`config.mk`:
```
export PLATFORM = sky130hd
export DESIGN_NAME = tff_toggle_arbiter
export DESIGN_NICKNAME = d
export VERILOG_FILES = /design/src/rtl/tff_toggle_arbiter.sv
export SDC_FILE = /design/constraint.sdc
export NUM_CORES = 1
export LEC_CHECK = 0
export CAP_MARGIN = 0
export CORE_MARGIN = 4
export CORE_UTILIZATION = 43
export CTS_CLUSTER_SIZE = 8
export DETAILED_ROUTE_END_ITERATION = 12
export GPL_TIMING_DRIVEN = 0
export HOLD_SLACK_MARGIN = 0.15
export PLACE_DENSITY = 0.85
export SYNTH_ARGS = -nofsm -noshare
export SYNTH_HDL_FRONTEND = slang
export SYNTH_SLANG_ARGS = --single-unit
```
`constraint.sdc`:
```
create_clock -name clk -period 2.7 [get_ports clk]
set_clock_uncertainty 0.05 [all_clocks]
set_input_delay 0.81 -clock clk [delete_from_list [all_inputs] [get_ports clk]]
set_output_delay 0.81 -clock clk [all_outputs]
set_load 0.005 [all_outputs]
```
`src/rtl/tff_toggle_arbiter.sv`:
```
// tff_toggle_arbiter: round-robin sequencer in front of a bank of toggle flip-flops.
// A granted request toggles one bank bit once per unpaused clock for its requested count.
module tff_toggle_arbiter #(
  parameter int N_REQ = 4,
  parameter int WIDTH = 8,
  parameter int IDX_W = 3,
  parameter int CNT_W = 4
) (
  input  logic                     clk,
  input  logic                     reset,
  input  logic [N_REQ-1:0]         req_valid,
  input  logic [N_REQ*IDX_W-1:0]   req_idx,
  input  logic [N_REQ*CNT_W-1:0]   req_cnt,
  output logic [N_REQ-1:0]         req_ready,
  input  logic                     pause,
  output logic [WIDTH-1:0]         q,
  output logic                     busy,
  output logic [$clog2(N_REQ)-1:0] grant_id,
  output logic [N_REQ-1:0]         done,
  output logic                     err
);

  localparam int GID_W = $clog2(N_REQ);
  localparam int CW    = GID_W + 1;

  typedef enum logic {IDLE, TOGGLE} state_t;

  state_t             state;
  logic [GID_W-1:0]   rr_ptr;
  logic [CNT_W-1:0]   remaining;
  logic [WIDTH-1:0]   cur_mask;

  logic [CW-1:0]      cand;
  logic               found;
  logic [GID_W-1:0]   sel_id;
  logic [IDX_W-1:0]   sel_idx;
  logic [CNT_W-1:0]   sel_cnt;
  logic               idx_ok;
  logic [GID_W-1:0]   rr_next;

  // Grant the first valid requester at or after rr_ptr, wrapping modulo N_REQ
  always_comb begin
    req_ready = '0;
    sel_id    = '0;
    found     = 1'b0;
    cand      = '0;
    if (state == IDLE && reset) begin
      for (int k = 0; k < N_REQ; k++) begin
        cand = {1'b0, rr_ptr} + CW'(k);
        if (cand >= CW'(N_REQ)) cand = cand - CW'(N_REQ);
        if (!found && req_valid[cand[GID_W-1:0]]) begin
          found  = 1'b1;
          sel_id = cand[GID_W-1:0];
        end
      end
      if (found) req_ready = N_REQ'(1) << sel_id;
    end
  end

  always_comb begin
    sel_idx = req_idx[int'(sel_id) * IDX_W +: IDX_W];
    sel_cnt = req_cnt[int'(sel_id) * CNT_W +: CNT_W];
    idx_ok  = int'(sel_idx) < WIDTH;
    rr_next = (sel_id == GID_W'(N_REQ - 1)) ? '0 : sel_id + 1'b1;
  end

  // Sequencer: out-of-range or zero-count requests complete immediately without toggling
  always_ff @(posedge clk) begin
    if (!reset) begin
      state     <= IDLE;
      rr_ptr    <= '0;
      grant_id  <= '0;
      remaining <= '0;
      cur_mask  <= '0;
      q         <= '0;
      busy      <= 1'b0;
      done      <= '0;
      err       <= 1'b0;
    end else begin
      done <= '0;
      err  <= 1'b0;
      case (state)
        IDLE: begin
          if (found) begin
            grant_id <= sel_id;
            rr_ptr   <= rr_next;
            cur_mask <= WIDTH'(1) << sel_idx;
            if (!idx_ok) begin
              done <= N_REQ'(1) << sel_id;
              err  <= 1'b1;
            end else if (sel_cnt == '0) begin
              done <= N_REQ'(1) << sel_id;
            end else begin
              remaining <= sel_cnt;
              busy      <= 1'b1;
              state     <= TOGGLE;
            end
          end
        end
        TOGGLE: begin
          if (!pause) begin
            q         <= q ^ cur_mask;
            remaining <= remaining - 1'b1;
            if (remaining == CNT_W'(1)) begin
              busy  <= 1'b0;
              done  <= N_REQ'(1) << grant_id;
              state <= IDLE;
            end
          end
        end
        default: state <= IDLE;
      endcase
    end
  end

endmodule

```
==> reports/metrics.yaml, run 1 <==
status: "finished with violations"
violations: "negative setup slack"
num_antenna_cells: 0
grt_first_pass_wirelength_mm: 8.44
clock_power_share: 0.301
finalSetupViolations: 4
crit_fanout: 5
synth.area.top_cells: "dfxtp_1 (31%), mux2i_1 (7.9%), nand2_1 (5.3%), xnor2_1 (4.1%), ha_1 (3.9%)"
maxCapViolations: 0
dr.pass1.iters: 4
crit_buf_inv: 3
initial_utilization: 0.461
synth_top_area_share: 0.314
cp_slowest_cell: "mux2_4"
grt_start_max_net_pins: 12
power.share.combinational: 0.345
io_buffers: 53
final_cell_area_sq_mm: 0.00275
die_width_microns: 74.7
ir_drop_uv: 402
hold_path.class: "reg -> reg"
clock_latency_ns: 0.28
synth_edf_count: 0
antenna_found_initial: 0
synthCells: 203
cp-start-kind: "primary input"
worstReg2RegEnd: "cur_mask[3]"
io_pins: 55
fmax_mhz: 358
r2r_cells: 7
p_int_mw: 1.06
hold_viol_final: 0
grt_pass1_vias: 1725
critical_path_arrival_ns: 1.93
totalWireLength_mm: 5.05
crit_path_cell_trace: "buf_6 > mux2_4 > a211oi_2 > and3_4 > inv_8 > nand2_8 > nor2_4 > buf_2"
area.growth.synth_to_final_pct: 43.7
avgSynthCellArea_sq_um: 9.41
syn_area_sq_mm: 0.00191
cts_hold_buffers: 0
cts-root-buf: "clkbuf_8"
wl_per_cell_microns: 15.6
netlist_top_cells_count: "dfxtp_1 (30), nand2_1 (27), mux2i_1 (15)"
path_clk_slew_ns: 0.06
yosysSeqAreaShare: 0.314
period_needed_ns: 2.79
globalplace.congestion: 0.811
placed_cell_area_sq_mm: 0.00251
async_reset_ff_frac: 0
cts_buffer_depth: 2
fp.dieH_microns: 74.7
cp_data_required_time_ns: 1.84
rows: 23
drv_slew: 0
drive_gt1_frac: 0.234
cellPowerDensity_mw_per_mm2: 553
fin_nets: 314
grt-ovfl-total: 0
crit_path_max_incr_delay_ns: 0.26
synthFlopType: "dfxtp_1"
hpwl_mm: 3.64
reg2reg_slack_ns: 0.40
synth_cell_types: 58
whs_path_depth: 1
cts_tree: "built"
min_period_over_period: 1.03
dieArea_sq_mm: 0.00557
grt_use_total: 0.198
endpoint_kind: "output port"
via_per_inst: 5.47
coreArea_sq_mm: 0.00414
drt.antenna.violating_nets: 0
remaining_drc_errors: 0
fin_hold_ws_ns: 0.421
power_switching_mw: 0.458
synth_seq_cells: 30
worstHoldEndpoint: "cur_mask[4]"
vias: 1768
rsz0062_at_grt: "true"
yosysWarningCount: 0
worstSetupPathType: "in -> out"
yosysMostFrequentCell: "dfxtp_1"
fin_ws_ns: -0.0941
p_leak_nw: 1.07
clock-sinks: 30
cts_max_level: 2
swShare: 0.301
seqPwrFrac: 0.354
cp_top_family: "simple AND/OR/NAND/NOR gates"
cts_made_buffers: 5
r2r-start: "rr_ptr[1]"
syn_nets: 244
drt_iter0_markers: 87
synth_top_cell_by_area: "dfxtp_1"
hp-start: "cur_mask[4]"
-- power by group through the flow --
stage	combinational (mW)	sequential [mW]	clock [mW]
after floorplan	0.319	0.536	0
after global placement	0.467	0.543	0
after detailed placement	0.475	0.546	0
after CTS	0.511	0.536	0.460
after global routing	0.574	0.545	0.488
final	0.525	0.537	0.457
-- how the worst max path moves through the flow --
stage / slack (ns) / from / end / cells after the start
6_report: -0.09 / req_valid[2] / req_ready[0] / 8
5_1_grt: -0.13 / req_valid[3] / req_ready[0] / 8
4_1_cts: -0.07 / req_valid[0] / req_ready[0] / 9
3_5_place_dp: -1.17 / req_valid[2] / req_ready[0] / 9
3_3_place_gp: -1.16 / req_valid[2] / req_ready[0] / 9
2_1_floorplan: 0.04 / req_valid[2] / req_ready[0] / 7
-- cell usage in the layout (no fill, tap or decap), drive strengths merged, types with 2 or more instances in the layout --
cell type,synthesis,routed
nor2,10,10
a21boi,2,2
nor2b,4,4
nand3,4,4
a21oi,2,2
dfxtp,30,30
nand2b,4,4
nand2,28,28
clkdlybuf4s50,0,44
inv,8,8
mux2i,16,16
and2,9,9
a21o,2,2
o22ai,2,2
nor3,6,6
a22o,4,4
o21ai,4,4
and3,2,2
a32o,10,10
xnor2,9,9
clkbuf,4,10
o311a,2,2
ha,6,6
or3,5,5
o2bb2ai,2,2
nor3b,2,2
o221ai,2,2
buf,5,23
mux2,6,6
-- per-stage QoR --
stage          TNS (ns)  worst slack [ns]  total power, mW  instances   util
6_report         -0.297           -0.0941             1.52        323  0.663
2_1_floorplan         0            0.0441            0.855        203      -
4_1_cts          -0.257           -0.0731             1.51        321  0.657
3_3_place_gp     -11.13             -1.16             1.01        306  0.606
3_5_place_dp     -11.79             -1.17             1.02        306  0.606
5_1_grt          -0.499            -0.133             1.61        323  0.663
-- flip-flops by register name, summed over array words and instances (netlist names) --
name,count
cur_mask,8
grant_id,2
remaining,4
q,8
done,4
state,1
busy,1
rr_ptr,2
-- repair_timing --
action | in CTS | in global routing
pin swaps | 3 | 5
endpoints found under the setup margin | 21 | 4
resized for setup | 52 | 8
buffers inserted | 8 | 3
-- logic make-up (layout without fill, tap and decap cells) --
kind of cell,count (synthesis),in the layout,synth area share
fa+ha+maj,6,6,0.0393
flops,30,30,0.314
other cells,1,1,0.00196
simple gates,77,77,0.217
buf+inv,17,87,0.0602
xor+xnor,9,9,0.0413
compound gates,41,41,0.198
mux,22,22,0.128
-- per-layer routing --
layer / routed length (microns) / vias to the layer above / GRT usage
li1: - / 879 / -
met1: 2210 / 842 / 0.254
met2: 2560 / 40 / 0.345
met3: 239 / 7 / 0.0374
met4: 42 / 0 / 0.0415
met5: 0 / - / 0
-- layout make-up --
cell class / instances / area [sq um]
sequential: 30 / 601
tap: 50 / 62.6
buffer: 8 / 68.8
multi-input combinational: 156 / 1260
inverter: 8 / 42.5
timing repair buffer: 64 / 599
fill: 338 / 1400
clock buffer: 6 / 82.6
clock inverter: 1 / 30.0
Note: power is estimated with default switching activity, not from simulation.
==> run 2: changes to the inputs <==
--- a/config.mk
+++ b/config.mk
@@ -10,6 +10,7 @@
 export CORE_UTILIZATION = 43
 export CTS_CLUSTER_SIZE = 8
 export DETAILED_ROUTE_END_ITERATION = 12
+export GPL_ROUTABILITY_DRIVEN = 1
 export GPL_TIMING_DRIVEN = 0
 export HOLD_SLACK_MARGIN = 0.15
 export PLACE_DENSITY = 0.85
==> results of run 2 <==
Same layout as run 1: the final DEF is identical, and so are final timing and power.
==> run 3: changes to the inputs <==
--- a/config.mk
+++ b/config.mk
@@ -14,6 +14,7 @@
 export GPL_TIMING_DRIVEN = 0
 export HOLD_SLACK_MARGIN = 0.15
 export PLACE_DENSITY = 0.85
+export RECOVER_POWER = 25
 export SYNTH_ARGS = -nofsm -noshare
 export SYNTH_HDL_FRONTEND = slang
 export SYNTH_SLANG_ARGS = --single-unit
==> run 3 against run 2 <==
The flow still finishes with violations (negative setup slack); via count increased by 0.62%; total power decreased by 0.15%; combinational power about the same; sequential power about the same; critical path depth unchanged; sequential cell count unchanged; non-clock buffer count unchanged; hold slack about the same; count of clock-buffer cells in the layout unchanged; first-iteration DRC count increased by 6.9%; sequential share of layout area about the same; critical path type unchanged; largest cell class unchanged.
==> reports/metrics.yaml, run 3 (same netlist as run 1, synthesis figures left out) <==
status: "finished with violations"
violations: "negative setup slack"
cellPowerDensity_mw_per_mm2: 553
placed_cell_area_sq_mm: 0.00251
clock-sinks: 30
num_antenna_cells: 0
drt_iter0_markers: 93
dieArea_sq_mm: 0.00557
critical_path_arrival_ns: 1.94
vias: 1779
coreArea_sq_mm: 0.00414
fin_hold_ws_ns: 0.421
cp_slowest_cell: "mux2_4"
ir_drop_uv: 399
preCtsSetupSlack_ns: -1.17
grt_use_total: 0.198
cp_top_family: "simple AND/OR/NAND/NOR gates"
final_cell_mix: "clkdlybuf4s50_1 (35), dfxtp_1 (30), nand2_1 (27)"
finalSetupViolations: 4
crit_buf_inv: 3
swShare: 0.302
area.growth.synth_to_final_pct: 43.5
drive_gt1_frac: 0.231
totalWireLength_mm: 5.06
crit_path_max_incr_delay_ns: 0.26
io_pins: 55
via_per_inst: 5.51
drt.antenna.violating_nets: 0
remaining_drc_errors: 0
rows: 23
cp_data_required_time_ns: 1.84
fin_nets: 314
fp.dieH_microns: 74.7
path_clk_slew_ns: 0.06
hpwl_mm: 3.64
endpoint_kind: "output port"
grt_start_max_net_pins: 12
io_buffers: 53
initial_utilization: 0.461
drv_slew: 0
grt_pass1_vias: 1725
cts_hold_buffers: 0
clock_latency_ns: 0.28
cts_tree: "built"
seqPwrFrac: 0.354
crit_path_cell_trace: "buf_6 > mux2_4 > a211oi_2 > and3_4 > inv_8 > nand2_8 > nor2_4 > buf_2"
grt-ovfl-total: 0
cp-start-kind: "primary input"
cts_buffer_depth: 2
dr.pass1.iters: 4
cts-root-buf: "clkbuf_8"
grt_first_pass_wirelength_mm: 8.44
min_period_over_period: 1.04
die_width_microns: 74.7
layout_commonest_cell: "clkdlybuf4s50_1"
p_int_mw: 1.06
reg.largest.list: "cur_mask: 8 flops, q: 8 flops"
globalplace.congestion: 0.811
rsz0062_at_grt: "true"
fin_ws_ns: -0.0955
hold_path.class: "reg -> reg"
worstSetupPathType: "in -> out"
cts_made_buffers: 5
period_needed_ns: 2.80
maxCapViolations: 0
final_cell_area_sq_mm: 0.00274
cts_max_level: 2
hold_viol_final: 0
power_switching_mw: 0.458
p_leak_nw: 1.09
clock_power_share: 0.301
total_power_mw: 1.52
crit_fanout: 5
fmax_mhz: 358
wl_per_cell_microns: 15.7
antenna_found_initial: 0
power.share.combinational: 0.345
run 3: per-stage QoR:
| step | std cells | utilization | TNS (ns) |
|---|---|---|---|
| global placement | 306 | 0.606 | -11.13 |
| finish | 323 | 0.662 | -0.300 |
| detailed placement | 306 | 0.606 | -11.79 |
| global route | 323 | 0.662 | -0.495 |
| floorplan | 203 | - | 0 |
| CTS | 321 | 0.657 | -0.257 |
run 3: power groups by stage:
stage	logic, mW	registers [mW]	clock network (mW)
finish	0.522	0.537	0.457
global route	0.572	0.545	0.488
CTS	0.511	0.536	0.460
detailed placement	0.475	0.546	0
global placement	0.467	0.543	0
floorplan	0.319	0.536	0
run 3: routing by layer:
metal  vias up  wire, microns  global-route usage
met5         -              0                   0
met1       849           2210               0.254
met4         0             42              0.0415
met2        44           2560               0.345
li1        879              -                   -
met3         7            248              0.0374
run 3: final cells by class:
type	count	area, sq um
fillers	340	1400
multi-input cells	156	1260
flip-flops and latches	30	601
repair buffers	64	596
clock buffers	6	82.6
plain buffers	8	68.8
well taps	50	62.6
inverters	8	42.5
clock inverters	1	30.0
run 3: final timing paths:
check | startpoint | end | slack, ns | cells after the start
worst max-delay path | req_valid[2] | req_ready[0] | -0.1 | 8
worst min-delay path | cur_mask[4] | cur_mask[4] | 0.42 | 1
worst max register to register | rr_ptr[1] | cur_mask[3] | 0.39 | 7
worst min register to register | cur_mask[4] | cur_mask[4] | 0.42 | 1
run 3: what timing repair did:
action | in CTS | in global routing
buffers inserted | 8 | 3
resized for setup | 52 | 8
endpoints found under the setup margin | 21 | 4
gates cloned | 0 | 0
pin swaps | 3 | 5
